<file path="config.mk">
export PLATFORM = sky130hd
export DESIGN_NAME = video_command_sequencer_flat
export DESIGN_NICKNAME = d
export VERILOG_FILES = /design/src/rtl/video_command_sequencer_if.sv /design/src/rtl/video_command_sequencer.sv /design/src/flat_wrapper.sv
export SDC_FILE = /design/constraint.sdc
export NUM_CORES = 1
export LEC_CHECK = 0
export CELL_PAD_IN_SITES_DETAIL_PLACEMENT = 0
export CELL_PAD_IN_SITES_GLOBAL_PLACEMENT = 1
export CORE_ASPECT_RATIO = 0.9
export CORE_UTILIZATION = 46
export CTS_BUF_LIST = sky130_fd_sc_hd__clkbuf_8
export CTS_CLUSTER_DIAMETER = 50
export CTS_CLUSTER_SIZE = 24
export DETAILED_ROUTE_END_ITERATION = 7
export HOLD_SLACK_MARGIN = 0.06
export PLACE_DENSITY_LB_ADDON = 0.1
export SYNTH_ARGS = -nofsm -noshare
export SYNTH_HDL_FRONTEND = slang
export SYNTH_SLANG_ARGS = --single-unit
</file>
<file path="constraint.sdc">
create_clock -name clk_100mhz -period 3.73 [get_ports clk_100mhz]
set_clock_uncertainty 0.05 [all_clocks]
set_input_delay 0.746 -clock clk_100mhz [delete_from_list [all_inputs] [get_ports clk_100mhz]]
set_output_delay 0.746 -clock clk_100mhz [all_outputs]
set_load 0.05 [all_outputs]
</file>
<file path="src/rtl/video_command_sequencer_if.sv">
// Command request channel between a requester and the video command sequencer.
interface video_command_sequencer_if;
   logic        cmd_valid;
   logic        cmd_ready;
   logic [2:0]  cmd_op;
   logic [15:0] cmd_sprite;
   logic [5:0]  cmd_row;
   logic [6:0]  cmd_col;
   logic [3:0]  cmd_amount;

   modport master (
      output cmd_valid, cmd_op, cmd_sprite, cmd_row, cmd_col, cmd_amount,
      input  cmd_ready
   );

   modport slave (
      input  cmd_valid, cmd_op, cmd_sprite, cmd_row, cmd_col, cmd_amount,
      output cmd_ready
   );
endinterface

</file>
<file path="src/rtl/video_command_sequencer.sv">
// Video command sequencer: queues draw/clear/scroll commands and issues them one at a
// time to the video controller, following its busy handshake before retiring each one.
module video_command_sequencer #(
   parameter int unsigned FIFO_DEPTH   = 4,
   parameter int unsigned BUSY_TIMEOUT = 7
) (
   input  logic                     clk_100mhz,
   input  logic                     rst,
   video_command_sequencer_if.slave cmd,
   output logic                     draw_sprite,
   output logic                     clear_screen,
   output logic                     scroll_left,
   output logic                     scroll_right,
   output logic                     scroll_down,
   output logic [15:0]              sprite,
   output logic [5:0]               draw_row,
   output logic [6:0]               draw_col,
   output logic [3:0]               scroll_down_amount,
   input  logic                     vc_busy,
   input  logic                     vc_colision,
   output logic                     done,
   output logic                     done_collision,
   output logic                     done_error,
   output logic                     idle,
   output logic [4:0]               fifo_count
);
   localparam int unsigned PTR_W = (FIFO_DEPTH > 1) ? $clog2(FIFO_DEPTH) : 1;

   localparam logic [2:0] OP_DRAW         = 3'd0;
   localparam logic [2:0] OP_CLEAR        = 3'd1;
   localparam logic [2:0] OP_SCROLL_LEFT  = 3'd2;
   localparam logic [2:0] OP_SCROLL_RIGHT = 3'd3;
   localparam logic [2:0] OP_SCROLL_DOWN  = 3'd4;

   localparam logic [2:0] ST_IDLE      = 3'd0;
   localparam logic [2:0] ST_ISSUE     = 3'd1;
   localparam logic [2:0] ST_WAIT_BUSY = 3'd2;
   localparam logic [2:0] ST_WAIT_DONE = 3'd3;
   localparam logic [2:0] ST_RETIRE    = 3'd4;

   localparam logic [3:0] TIMEOUT_LAST = 4'(BUSY_TIMEOUT - 1);
   localparam logic [4:0] COUNT_FULL   = 5'(FIFO_DEPTH);

   logic [2:0]       op_mem     [FIFO_DEPTH];
   logic [15:0]      sprite_mem [FIFO_DEPTH];
   logic [5:0]       row_mem    [FIFO_DEPTH];
   logic [6:0]       col_mem    [FIFO_DEPTH];
   logic [3:0]       amount_mem [FIFO_DEPTH];

   logic [PTR_W-1:0] wr_ptr_q, rd_ptr_q;
   logic [4:0]       count_q;
   logic [2:0]       state_q, state_d;
   logic [3:0]       timer_q, timer_d;
   logic [2:0]       cur_op_q;
   logic [4:0]       strobe_q, strobe_d;
   logic [15:0]      sprite_q;
   logic [5:0]       row_q;
   logic [6:0]       col_q;
   logic [3:0]       amount_q;
   logic             done_q, done_d;
   logic             coll_q, coll_d;
   logic             err_q, err_d;

   logic             push, pop, head_legal;
   logic [2:0]       head_op;

   // Ready comes from the registered count only, so a full queue rejects even while popping
   assign cmd.cmd_ready = (count_q != COUNT_FULL);
   assign push          = cmd.cmd_valid && cmd.cmd_ready;
   assign head_op       = op_mem[rd_ptr_q];
   assign head_legal    = (head_op <= OP_SCROLL_DOWN);
   assign pop           = (state_q == ST_IDLE) && (count_q != 5'd0) && !vc_busy;

   assign draw_sprite        = strobe_q[0];
   assign clear_screen       = strobe_q[1];
   assign scroll_left        = strobe_q[2];
   assign scroll_right       = strobe_q[3];
   assign scroll_down        = strobe_q[4];
   assign sprite             = sprite_q;
   assign draw_row           = row_q;
   assign draw_col           = col_q;
   assign scroll_down_amount = amount_q;
   assign done               = done_q;
   assign done_collision     = coll_q;
   assign done_error         = err_q;
   assign fifo_count         = count_q;
   assign idle               = (count_q == 5'd0) && (state_q == ST_IDLE);

   // One-hot strobe for the head op, loaded on a legal pop so it is high only during ISSUE
   always_comb begin
      strobe_d = 5'b00000;
      if (pop && head_legal) begin
         case (head_op)
            OP_DRAW:         strobe_d = 5'b00001;
            OP_CLEAR:        strobe_d = 5'b00010;
            OP_SCROLL_LEFT:  strobe_d = 5'b00100;
            OP_SCROLL_RIGHT: strobe_d = 5'b01000;
            OP_SCROLL_DOWN:  strobe_d = 5'b10000;
            default:         strobe_d = 5'b00000;
         endcase
      end
   end

   // Command FSM next state, busy-wait timer and retire status
   always_comb begin
      state_d = state_q;
      timer_d = timer_q;
      done_d  = 1'b0;
      coll_d  = 1'b0;
      err_d   = 1'b0;
      case (state_q)
         ST_IDLE: begin
            if (pop) begin
               if (head_legal) begin
                  state_d = ST_ISSUE;
               end else begin
                  // Illegal op retires straight away without touching the controller
                  state_d = ST_RETIRE;
                  done_d  = 1'b1;
                  err_d   = 1'b1;
               end
            end
         end
         ST_ISSUE: begin
            state_d = ST_WAIT_BUSY;
            timer_d = 4'd0;
         end
         ST_WAIT_BUSY: begin
            if (vc_busy) begin
               state_d = ST_WAIT_DONE;
            end else if (timer_q == TIMEOUT_LAST) begin
               state_d = ST_RETIRE;
               done_d  = 1'b1;
               err_d   = 1'b1;
            end else begin
               timer_d = timer_q + 4'd1;
            end
         end
         ST_WAIT_DONE: begin
            if (!vc_busy) begin
               state_d = ST_RETIRE;
               done_d  = 1'b1;
               coll_d  = (cur_op_q == OP_DRAW) && vc_colision;
            end
         end
         ST_RETIRE: state_d = ST_IDLE;
         default:   state_d = ST_IDLE;
      endcase
   end

   // Queue storage; validity is tracked by pointers and count, so contents need no reset
   always_ff @(posedge clk_100mhz) begin
      if (rst && push) begin
         op_mem[wr_ptr_q]     <= cmd.cmd_op;
         sprite_mem[wr_ptr_q] <= cmd.cmd_sprite;
         row_mem[wr_ptr_q]    <= cmd.cmd_row;
         col_mem[wr_ptr_q]    <= cmd.cmd_col;
         amount_mem[wr_ptr_q] <= cmd.cmd_amount;
      end
   end

   // Queue pointers and occupancy; push and pop are independent of each other
   always_ff @(posedge clk_100mhz) begin
      if (!rst) begin
         wr_ptr_q <= '0;
         rd_ptr_q <= '0;
         count_q  <= 5'd0;
      end else begin
         if (push) wr_ptr_q <= wr_ptr_q + 1'b1;
         if (pop)  rd_ptr_q <= rd_ptr_q + 1'b1;
         case ({push, pop})
            2'b10:   count_q <= count_q + 5'd1;
            2'b01:   count_q <= count_q - 5'd1;
            default: count_q <= count_q;
         endcase
      end
   end

   // FSM state, strobes, status pulses and operands of the command in flight
   always_ff @(posedge clk_100mhz) begin
      if (!rst) begin
         state_q  <= ST_IDLE;
         timer_q  <= 4'd0;
         cur_op_q <= OP_DRAW;
         strobe_q <= 5'b00000;
         sprite_q <= 16'd0;
         row_q    <= 6'd0;
         col_q    <= 7'd0;
         amount_q <= 4'd0;
         done_q   <= 1'b0;
         coll_q   <= 1'b0;
         err_q    <= 1'b0;
      end else begin
         state_q  <= state_d;
         timer_q  <= timer_d;
         strobe_q <= strobe_d;
         done_q   <= done_d;
         coll_q   <= coll_d;
         err_q    <= err_d;
         // Operands change only when a legal command issues, so they hold between issues
         if (pop && head_legal) begin
            cur_op_q <= head_op;
            sprite_q <= sprite_mem[rd_ptr_q];
            row_q    <= row_mem[rd_ptr_q];
            col_q    <= col_mem[rd_ptr_q];
            amount_q <= amount_mem[rd_ptr_q];
         end
      end
   end
endmodule

</file>
<file path="src/flat_wrapper.sv">
// flat-port wrapper written by rule: the top's interface ports become plain ports
module video_command_sequencer_flat 
#(
   parameter int unsigned FIFO_DEPTH   = 4,
   parameter int unsigned BUSY_TIMEOUT = 7
)
  (clk_100mhz, rst, draw_sprite, clear_screen, scroll_left, scroll_right, scroll_down, sprite, draw_row, draw_col, scroll_down_amount, vc_busy, vc_colision, done, done_collision, done_error, idle, fifo_count, cmd_cmd_valid, cmd_cmd_op, cmd_cmd_sprite, cmd_cmd_row, cmd_cmd_col, cmd_cmd_amount, cmd_cmd_ready);
  video_command_sequencer_if cmd_i ();
  input  logic clk_100mhz;
  input  logic rst;
  output logic draw_sprite;
  output logic clear_screen;
  output logic scroll_left;
  output logic scroll_right;
  output logic scroll_down;
  output logic [15:0] sprite;
  output logic [5:0] draw_row;
  output logic [6:0] draw_col;
  output logic [3:0] scroll_down_amount;
  input  logic vc_busy;
  input  logic vc_colision;
  output logic done;
  output logic done_collision;
  output logic done_error;
  output logic idle;
  output logic [4:0] fifo_count;
  input wire logic [$bits(cmd_i.cmd_valid)-1:0] cmd_cmd_valid;
  input wire logic [$bits(cmd_i.cmd_op)-1:0] cmd_cmd_op;
  input wire logic [$bits(cmd_i.cmd_sprite)-1:0] cmd_cmd_sprite;
  input wire logic [$bits(cmd_i.cmd_row)-1:0] cmd_cmd_row;
  input wire logic [$bits(cmd_i.cmd_col)-1:0] cmd_cmd_col;
  input wire logic [$bits(cmd_i.cmd_amount)-1:0] cmd_cmd_amount;
  output wire logic [$bits(cmd_i.cmd_ready)-1:0] cmd_cmd_ready;
  assign cmd_i.cmd_valid = cmd_cmd_valid;
  assign cmd_i.cmd_op = cmd_cmd_op;
  assign cmd_i.cmd_sprite = cmd_cmd_sprite;
  assign cmd_i.cmd_row = cmd_cmd_row;
  assign cmd_i.cmd_col = cmd_cmd_col;
  assign cmd_i.cmd_amount = cmd_cmd_amount;
  assign cmd_cmd_ready = cmd_i.cmd_ready;
  video_command_sequencer #(.FIFO_DEPTH(FIFO_DEPTH), .BUSY_TIMEOUT(BUSY_TIMEOUT)) u_core (.clk_100mhz(clk_100mhz), .rst(rst), .cmd(cmd_i), .draw_sprite(draw_sprite), .clear_screen(clear_screen), .scroll_left(scroll_left), .scroll_right(scroll_right), .scroll_down(scroll_down), .sprite(sprite), .draw_row(draw_row), .draw_col(draw_col), .scroll_down_amount(scroll_down_amount), .vc_busy(vc_busy), .vc_colision(vc_colision), .done(done), .done_collision(done_collision), .done_error(done_error), .idle(idle), .fifo_count(fifo_count));
endmodule
</file>
==> results of run 1 <==
==> layer usage <==
layer	routed length (um)	track usage [%]	up-vias
met2	6700	28.4	88
met4	309	5.16	0
met1	6480	22.6	2123
li1	-	-	2034
met5	0	0	-
met3	618	3.18	22
==> power by group <==
part | internal [mW] | switching (mW) | leakage [nW]
sequential | 2.71 | 0.168 | 1.81
combinational | 0.826 | 1.22 | 0.997
clock | 0.883 | 0.835 | 0.256
total | 4.42 | 2.22 | 3.06
==> through the flow <==
step / hold WS, ns / total power [mW] / area (um2) / util (%) / setup slack [ns]
floorplan: 0.377 / 4.37 / 7780 / - / 0.194
global placement: 0.393 / 4.99 / 8920 / 54.6 / 0.371
detailed placement: 0.398 / 5.01 / 8920 / 54.6 / 0.316
CTS: 0.412 / 6.74 / 9440 / 57.7 / 0.281
global route: 0.441 / 6.97 / 9440 / 57.7 / 0.221
finish: 0.409 / 6.64 / 9440 / 57.7 / 0.325
==> worst min-delay path, stage by stage, from the launching register on <==
cell	delay, ns
dfxtp_1	0.32
nand2_1	0.05
o21bai_1	0.05
==> cell usage after synthesis (3+ instances only) <==
| cell | number | area, um2 |
|---|---|---|
| a21boi_0 | 3 | 22.5 |
| a21oi_1 | 6 | 30.0 |
| and2_1 | 7 | 43.8 |
| and3_1 | 7 | 43.8 |
| buf_1 | 3 | 11.3 |
| buf_2 | 4 | 20.0 |
| buf_6 | 3 | 33.8 |
| clkbuf_1 | 16 | 60.1 |
| dfxtp_1 | 62 | 1240 |
| edfxtp_1 | 144 | 4320 |
| ha_1 | 10 | 125 |
| inv_1 | 10 | 37.5 |
| mux4_2 | 34 | 766 |
| nand2_1 | 43 | 161 |
| nand3_1 | 35 | 175 |
| nor2_1 | 13 | 48.8 |
| nor2b_1 | 7 | 43.8 |
| o21ai_0 | 43 | 215 |
| xnor2_1 | 6 | 52.6 |
==> final timing paths <==
kind                                                         from                           endpoint  slack (ns)
worst max-delay path            u_core.fifo_count[0]$_SDFFE_PN0P_                               idle        0.33
worst min-delay path              u_core.cur_op_q[1]$_SDFFE_PN0P_    u_core.cur_op_q[1]$_SDFFE_PN0P_        0.41
worst max register to register  u_core.fifo_count[0]$_SDFFE_PN0P_  u_core.fifo_count[4]$_SDFFE_PN0P_        0.79
worst min register to register    u_core.cur_op_q[1]$_SDFFE_PN0P_    u_core.cur_op_q[1]$_SDFFE_PN0P_        0.41
==> sequential cells by signal (all words and copies together) (netlist names), named ones only <==
register / flops
u_core.amount_mem: 16
u_core.col_mem: 28
u_core.cur_op_q: 3
u_core.done: 1
u_core.done_collision: 1
u_core.done_error: 1
u_core.draw_col: 7
u_core.draw_row: 6
u_core.fifo_count: 5
u_core.op_mem: 12
u_core.rd_ptr_q: 2
u_core.row_mem: 24
u_core.scroll_down_amount: 4
u_core.sprite: 16
u_core.sprite_mem: 64
u_core.state_q: 3
u_core.strobe_q: 5
u_core.timer_q: 4
u_core.wr_ptr_q: 2
==> kinds of logic after synthesis <==
logic type,Yosys count,share of synthesized area (%)
buf+inv,38,2.22
compound gates,62,4.67
xor+xnor,8,0.901
simple gates,129,8.25
flops,206,71.6
mux,36,10.5
fa+ha+maj,11,1.87
==> layout make-up <==
cell class,count,share of cell area (%)
well taps,207,2.74
clock inverters,14,2.74
flip-flops and latches,206,59.0
repair buffers,98,10.7
multi-input cells,246,21.6
inverters,10,0.398
clock buffers,19,2.77
==> results.md, run 1 <==
* ANT nets after route at 0
* Final hold violation count at 0
* Share of layout cells above drive strength 1 at 15.2%
* Cells after synthesis at 490
* Crit end category: output port
* Seq/Total Area, Yosys at 71.6%
* IO buf count at 88
* Die area at 17400 um2
* Commonest non-fill, non-tap cell in the layout: edfxtp_1
* Most frequent cells in the layout: 144 x edfxtp_1, 87 x clkdlybuf4s50_1, 60 x dfxtp_1
* Largest net degree at the start of global routing at 46
* Vias in the first global route at 4282
* Row count at 44
* Drt wl/cell at 17.6 um
* WP depth at 3
* Leakage dissipation at 3.06 nW
* Initial antenna violation count at 1
* Prevailing post-synth register cell: edfxtp_1
* Final nets at 633
* Die width at 139 um
* Hold Path Cell Cnt at 2
* Syn-to-layout area delta at 21.4%
* Slew HR at 33.8%
* R2R cell count at 12
* Post-synth EDFFs at 144
* RSZ-0062 raised after global routing: no
* Setup_tns at 0 ns
* Mapped Avg Cell Area at 15.9 um2
* Power per cell area at 704 nW/um2
* Failing checks: design-rule violations
* Synth cell types at 44
* WP data arrival at 2.61 ns
* Worst path top cell family by delay: simple AND/OR/NAND/NOR gates
* MaxCap Viol Count at 0
* Final Max Tran Viols at 0
* Total wire length at 14100 um
* Core area at 16400 um2
* Placed Cells at 767
* DRC violations left at 6
* Worst skew pair latency at 0.53 ns
* FFs w/ async S/R, synth at 0%
* Antenna Diode Count at 0
* Final Critical Period at 3.40 ns
* Syn. warnings at 0
* 1st-pass router iterations at 6
* Register area at 5570 um2
* Largest stage delay, worst path at 0.87 ns
* GRT Util Overall at 17.0%
* First DRT Iteration DRCs at 250
* Final Non-Filler Cells at 800
* Slowest-stage cell, CP: clkdlybuf4s50_1
* Final period util at 91.3%
* Placed wire-length estimate at 8220 um
* Via/cell ratio at 5.33
* Post-Synthesis Net Count at 542
* Setup Viol. Count Final at 0
* Crit path kind: reg -> out
* Crit path buffers/inverters at 1
* Htree depth at 1
* TritonCTS clock tree: yes
* Remaining Overflow, GRT at 0
* Post-CTS Setup Inserts at 0
* Highest clock rate at 294 MHz
* Hold crit path type: reg -> reg
* Longest Clk Path Bufs at 3
* Worst setup SP type: flip-flop
* Root Driver: clkbuf_8
* CP max FO at 6
* First-pass GRT wire length at 22800 um
* Sink Count at 206
* Die height at 125 um
* Status: finished with violations
* Gpl congestion at 0.801
* Via count at 4267
* Yosys reg bits at 206
* Worst Tran Pin Value at 0.993 ns
* Fillers at 1250
* Reg clk slew, reported paths at 0.10 ns
* WP data required at 2.93 ns
* Number of buffers created by CTS at 19
* Cell Area, Synth at 7780 um2
* VDD IR-drop max at 0.400 mV
* Post-CTS Resized at 0
* CP cell instances: or4_4 > nor4b_1 > clkdlybuf4s50_1
* Ports at 89
* Multi-input logic area at 2040 um2
* Cts hold-fix bufs at 0
* Initial core utilization at 47.6%
Note: power is estimated with default switching activity, not from simulation.
==> inputs of run 2 (changes only) <==
- DONT_BUFFER_PORTS: default -> 1
==> run 2 against run 1 <==
- the run still ends with design-rule violations left
- die area is the same
- cell count shrank 10%
- count of clock-buffer cells in the layout grew 1
- global-route usage grew 0.46 points
- highest routed layer unchanged
- final area shrank 11%
==> results.md, run 2 (synthesis results as in run 1) <==
* Syn-to-layout area delta at 8.54% (was 21.4%)
* Largest net degree at the start of global routing at 92 (was 46)
* Via count at 3999 (was 4267)
* Remaining Overflow, GRT at 0 (unchanged)
* RSZ-0062 raised after global routing: no (unchanged)
* Crit end category: flip-flop (was output port)
* End of the worst register-to-register path: u_core.fifo_count[4]$_SDFFE_PN0P_ (unchanged)
* R2R Setup Slk at 0.57 ns (was 0.79 ns)
* Htree depth at 1 (unchanged)
* Worst setup SP type: flip-flop (unchanged)
* Post-CTS Resized at 0 (unchanged)
* DRC violations left at 6 (unchanged)
* Ports at 89 (unchanged)
* Hold path startpoint: cmd_cmd_row[0] (was u_core.cur_op_q[1]$_SDFFE_PN0P_)
* Number of buffers created by CTS at 19 (unchanged)
* Max FFs per register at 64 (unchanged)
* Placed wire-length estimate at 8580 um (was 8220 um)
* Longest Clk Path Bufs at 3 (unchanged)
* Die height at 125 um (unchanged)
* Cts hold-fix bufs at 0 (unchanged)
* Core area at 16400 um2 (unchanged)
* WP data required at 4.12 ns (was 2.93 ns)
* Power per cell area at 716 nW/um2 (was 704 nW/um2)
* Hold crit path type: in -> reg (was reg -> reg)
* Row count at 44 (unchanged)
* Final Max Tran Viols at 0 (unchanged)
* Final period util at 84.8% (was 91.3%)
* Antenna Diode Count at 0 (unchanged)
* Root Driver: clkbuf_8 (unchanged)
* Commonest non-fill, non-tap cell in the layout: edfxtp_1 (unchanged)
* MaxCap Viol Count at 0 (unchanged)
* Total wire length at 14600 um (was 14100 um)
* First DRT Iteration DRCs at 200 (was 250)
* Leakage dissipation at 2.73 nW (was 3.06 nW)
* Failing checks: design-rule violations (unchanged)
* VDD IR-drop max at 0.455 mV (was 0.400 mV)
* Worst Tran Pin Value at 1.04 ns (was 0.993 ns)
* 1st-pass router iterations at 6 (unchanged)
* Setup_tns at 0 ns (unchanged)
* Post-CTS Setup Inserts at 0 (unchanged)
* Final Critical Period at 3.16 ns (was 3.40 ns)
* CP max FO at 5 (was 6)
* Initial core utilization at 47.6% (unchanged)
* WP data arrival at 3.55 ns (was 2.61 ns)
* Reg clk slew, reported paths at 0.10 ns (about the same)
* Gpl congestion at 0.814 (was 0.801)
* Final core utilization at 51.6% (was 57.7%)
* Die width at 139 um (unchanged)
* Worst skew pair latency at 0.51 ns (was 0.53 ns)
* R2R cell count at 10 (was 12)
* IO buf count at 0 (was 88)
* Vias in the first global route at 4062 (was 4282)
* First-pass GRT wire length at 23200 um (was 22800 um)
* Sink Count at 206 (unchanged)
* ANT nets after route at 0 (unchanged)
* Share of layout cells above drive strength 1 at 18.2% (was 15.2%)
* Biggest registers after layout: u_core.sprite_mem (64), u_core.col_mem (28), u_core.row_mem (24) (unchanged)
* Final nets at 552 (was 633)
* Most frequent cells in the layout: 144 x edfxtp_1, 60 x dfxtp_1, 43 x nand2_1, 43 x o21ai_0, 35 x nand3_1 (was 144 x edfxtp_1, 87 x clkdlybuf4s50_1, 60 x dfxtp_1)
* Highest clock rate at 316 MHz (was 294 MHz)
* Crit path kind: reg -> reg (was reg -> out)
* Setup Viol. Count Final at 0 (unchanged)
* Hold Path Cell Cnt at 0 (was 2)
* Status: finished with violations (unchanged)
* Biggest register: u_core.sprite_mem (unchanged)
* Slew HR at 30.9% (was 33.8%)
* Final hold violation count at 0 (unchanged)
* Die area at 17400 um2 (unchanged)
* Fillers at 1379 (was 1250)
* Worst r2r src: u_core.fifo_count[4]$_SDFFE_PN0P_ (was u_core.fifo_count[0]$_SDFFE_PN0P_)
* Hold EP: u_core.row_mem[3][0]$_DFFE_PP_ (was u_core.cur_op_q[1]$_SDFFE_PN0P_)
* Drt wl/cell at 20.2 um (was 17.6 um)
* TritonCTS clock tree: yes (unchanged)
* Initial antenna violation count at 0 (was 1)
* GRT Util Overall at 17.4% (was 17.0%)
* Via/cell ratio at 5.56 (was 5.33)
## run 2: worst max-delay path, cell delays in order (launching register included)
cell and delay (ns):
dfxtp_1 0.51, or4_4 0.64, o211ai_2 0.18, inv_1 0.06
ha_1 0.23, ha_1 0.33, nor2b_1 0.14, o21ai_0 0.22
a21oi_1 0.13, or4_1 0.46, a21boi_0 0.16
## run 2: how the worst max path moves through the flow
stage | from | end | slack, ns | cells after the start
after floorplan | u_core.fifo_count[0]$_SDFFE_PN0P_ | idle | 0.19 | 2
after global placement | u_core.fifo_count[4]$_SDFFE_PN0P_ | u_core.fifo_count[4]$_SDFFE_PN0P_ | 0.64 | 10
after detailed placement | u_core.fifo_count[4]$_SDFFE_PN0P_ | u_core.fifo_count[4]$_SDFFE_PN0P_ | 0.57 | 10
after CTS | u_core.fifo_count[4]$_SDFFE_PN0P_ | u_core.fifo_count[4]$_SDFFE_PN0P_ | 0.55 | 10
after global routing | u_core.fifo_count[4]$_SDFFE_PN0P_ | u_core.fifo_count[4]$_SDFFE_PN0P_ | 0.32 | 10
final | u_core.fifo_count[4]$_SDFFE_PN0P_ | u_core.fifo_count[4]$_SDFFE_PN0P_ | 0.57 | 10
## run 2: where the power goes
part	switching (mW)	internal (mW)	total, mW	leakage [nW]
Clock	0.761	0.657	1.42	0.220
Combinational	0.697	0.579	1.28	0.699
Sequential	0.632	2.71	3.35	1.81
## run 2: stage by stage
stage               cell area [um2]  hold WS, ns  cells  power, mW  setup WS, ns
floorplan                      7780        0.377    490       4.37         0.194
finish                         8440        0.272    719       6.04         0.566
CTS                            8440        0.237    719       6.13         0.546
global placement               8040        0.394    686       4.69         0.641
global route                   8440        0.232    719       6.34         0.318
detailed placement             8040        0.402    686       4.70         0.567
## run 2: cell type report
type / instances / area, um2 / area share [%]
Inverter: 10 / 37.5 / 0.445
Clock buffer: 20 / 275 / 3.26
Sequential cell: 206 / 5570 / 66.0
Clock inverter: 13 / 124 / 1.47
Tap cell: 207 / 259 / 3.07
Timing Repair Buffer: 17 / 128 / 1.51
Multi-Input combinational cell: 246 / 2050 / 24.3
## run 2: routing by layer
metal / vias up / global-route usage [%] / part of all wire, %
li1: 1869 / - / -
met4: 0 / 4.97 / 2.7
met1: 2021 / 23.2 / 45
met5: - / 0 / 0
met2: 86 / 28.3 / 47
met3: 23 / 4.63 / 5.1
==> inputs of run 3 (changes only) <==
- clock period: 3.73 -> 2.6 ns (I/O delays scaled with it)
==> run 3 against run 2 <==
- the flow finishes with violations (design-rule violations, negative setup slack)
- largest cell class unchanged
- critical path type unchanged
- maximum frequency rose by 20%
- setup slack lost 0.59 ns
- sequential share of layout area is 3.6 points lower
- cell count rose by 5.4%
- combinational power rose by 76%
- critical path depth unchanged
- final area is 6.1% higher
- highest routed layer unchanged
==> results.md, run 3 (synthesis results as in run 1) <==
* Leakage dissipation at 2.90 nW (was 2.73 nW)
* Final Worst Setup Slack at -0.0271 ns (was 0.566 ns)
* Switching share of total power at 35.7% (was 34.6%)
* Worst Tran Pin Value at 1.04 ns (about the same)
* Largest net degree at the start of global routing at 92 (unchanged)
* Final period util at 101% (was 84.8%)
* Vias in the first global route at 4274 (was 4062)
* VDD IR-drop max at 0.414 mV (was 0.455 mV)
* Cts hold-fix bufs at 36 (was 0)
* Htree depth at 1 (unchanged)
* WP data arrival at 3.01 ns (was 3.55 ns)
* Ports at 89 (unchanged)
* ANT nets after route at 0 (unchanged)
* Worst setup SP type: flip-flop (unchanged)
* Placed wire-length estimate at 8010 um (was 8580 um)
* Failing checks: design-rule violations, negative setup slack (was design-rule violations)
* Crit end category: flip-flop (unchanged)
* Status: finished with violations (unchanged)
* Die height at 125 um (unchanged)
* Biggest register: u_core.sprite_mem (unchanged)
* Setup_tns at -0.0271 ns (was 0 ns)
* Final Critical Period at 2.63 ns (was 3.16 ns)
* Power per cell area at 1010 nW/um2 (was 716 nW/um2)
* Final nets at 590 (was 552)
* Worst skew pair latency at 0.52 ns (was 0.51 ns)
* Post-layout power at 9.06 mW (was 6.04 mW)
* Core area at 16400 um2 (unchanged)
* CP cell instances: or4_4 > o211ai_4 > inv_2 > ha_4 > ha_4 > nor2b_1 > o21ai_1 > a21oi_1 > or4_1 > a21boi_1 (was or4_4 > o211ai_2 > inv_1 > ha_1 > ha_1 > nor2b_1 > o21ai_0 > a21oi_1 > or4_1 > a21boi_0)
* CP max FO at 4 (was 5)
* Drt wl/cell at 18.8 um (was 20.2 um)
* Cell repeated most along the worst path: ha_4 (was ha_1)
* Total wire length at 14300 um (was 14600 um)
* 1st-pass router iterations at 8 (was 6)
* Syn-to-layout area delta at 15.2% (was 8.54%)
* Reg clk slew, reported paths at 0.12 ns (was 0.10 ns)
* Longest Clk Path Bufs at 3 (unchanged)
* Gpl congestion at 0.751 (was 0.814)
* Final hold violation count at 0 (unchanged)
* RSZ-0062 raised after global routing: yes (was no)
* Multi-input logic area at 2110 um2 (was 2050 um2)
* First-pass GRT wire length at 23400 um (was 23200 um)
* Biggest registers after layout: u_core.sprite_mem (64), u_core.col_mem (28), u_core.row_mem (24) (unchanged)
* Post-CTS Setup Inserts at 0 (unchanged)
* Sequential power share at 52.1% (was 55.4%)
* Remaining Overflow, GRT at 0 (unchanged)
* Met3 WL at 816 um (was 741 um)
* Cell internal pwr at 5.82 mW (was 3.95 mW)
* Final core utilization at 54.8% (was 51.6%)
* Share of layout cells above drive strength 1 at 20.4% (was 18.2%)
* Fillers at 1351 (was 1379)
* GRT Util Overall at 17.4% (about the same)
* Final Non-Filler Cells at 758 (was 719)
* Largest stage delay, worst path at 0.55 ns (was 0.64 ns)
* Initial core utilization at 47.6% (unchanged)
* Sw power at 3.23 mW (was 2.09 mW)
* Comb power frac at 24.8% (was 21.1%)
* Row count at 44 (unchanged)
* Root Driver: clkbuf_8 (unchanged)
* Setup Viol. Count Final at 1 (was 0)
* Wire length on met1 at 6370 um (was 6550 um)
* Highest metal used: met4 (unchanged)
* Slew HR at 30.7% (was 30.9%)
* Final Max Tran Viols at 0 (unchanged)
* DRC violations left at 3 (was 6)
* TritonCTS clock tree: yes (unchanged)
* Min Hold Slack at 0.0816 ns (was 0.272 ns)
* Most frequent cells in the layout: 144 x edfxtp_1, 55 x dfxtp_1, 42 x nand2_1, 42 x o21ai_0, 36 x dlygate4sd3_1 (was 144 x edfxtp_1, 60 x dfxtp_1, 43 x nand2_1, 43 x o21ai_0, 35 x nand3_1)
* MaxCap Viol Count at 0 (unchanged)
* Sink Count at 206 (unchanged)
* Highest clock rate at 381 MHz (was 316 MHz)
* Placed Cells at 688 (was 686)
* Clock power frac at 23.1% (was 23.5%)
* Via/cell ratio at 5.35 (was 5.56)
* Initial antenna violation count at 1 (was 0)
* IO buf count at 0 (unchanged)
* Crit path kind: reg -> reg (unchanged)
* Hold crit path type: in -> reg (unchanged)
* Number of buffers created by CTS at 19 (unchanged)
* Commonest non-fill, non-tap cell in the layout: edfxtp_1 (unchanged)
* Die area at 17400 um2 (unchanged)
* First DRT Iteration DRCs at 216 (was 200)
* Via count at 4057 (was 3999)
* Die width at 139 um (unchanged)
* WP data required at 2.98 ns (was 4.12 ns)
* Slowest-stage cell, CP: or4_4 (unchanged)
* Metal2 WL at 6780 um (was 6870 um)
* Max FFs per register at 64 (unchanged)
* Register area at 5580 um2 (was 5570 um2)
==> run 3: path summary, 6_finish.rpt <==
| kind | startpoint | end | slack, ns | depth (start not counted) |
|---|---|---|---|---|
| max | u_core.fifo_count[3]$_SDFFE_PN0P_ | u_core.fifo_count[4]$_SDFFE_PN0P_ | -0.03 | 10 |
| min reg2reg | u_core.cur_op_q[1]$_SDFFE_PN0P_ | u_core.cur_op_q[1]$_SDFFE_PN0P_ | 0.40 | 2 |
| max reg2reg | u_core.fifo_count[3]$_SDFFE_PN0P_ | u_core.fifo_count[4]$_SDFFE_PN0P_ | -0.03 | 10 |
| min | rst | u_core.draw_row[0]$_SDFFE_PN0P_ | 0.08 | 2 |
==> run 3: cell type report <==
type / instances / area share, %
inverters: 10 / 0.447
repair buffers: 55 / 6.04
clock buffers: 19 / 2.92
multi-input cells: 246 / 23.6
well taps: 207 / 2.89
clock inverters: 14 / 1.79
flip-flops and latches: 206 / 62.3
diodes: 1 / 0.0279
==> run 3: timing repair <==
item                                   in CTS  in global routing
pin swaps                                   0                  0
resized for setup                           0                  1
setup endpoints to repair                   1                  2
endpoints found under the hold margin     144                  1
==> run 3: worst max-delay path, delay by kind of cell, from the launching register on <==
kind,cells,cell delay (ns)
flops,1,0.35
fa+ha+maj,2,0.39
compound gates,4,0.57
simple gates,3,1.14
buf+inv,1,0.07
==> run 3: per-layer routing <==
| layer | global-route usage, % | vias to the layer above |
|---|---|---|
| met5 | 1.11 | - |
| met4 | 4.25 | 0 |
| met3 | 3.91 | 23 |
| met2 | 29.1 | 87 |
| met1 | 23.1 | 1990 |
| li1 | - | 1957 |
==> run 3: power groups by stage <==
| stage | sequential (mW) | clock, mW | combinational (mW) |
|---|---|---|---|
| 2_1_floorplan | 4.80 | 0 | 1.61 |
| 3_3_place_gp | 4.79 | 0 | 2.19 |
| 3_5_place_dp | 4.81 | 0 | 2.21 |
| 4_1_cts | 4.73 | 2.16 | 2.29 |
| 5_1_grt | 4.77 | 2.27 | 2.48 |
| 6_report | 4.71 | 2.09 | 2.25 |
==> run 3: stage by stage <==
stage | setup slack [ns] | instance area (um2)
2_1_floorplan | -0.186 | 7870
3_3_place_gp | 0.0121 | 8170
3_5_place_dp | -0.00545 | 8170
4_1_cts | -0.0328 | 8950
5_1_grt | -0.162 | 8960
6_report | -0.0271 | 8960
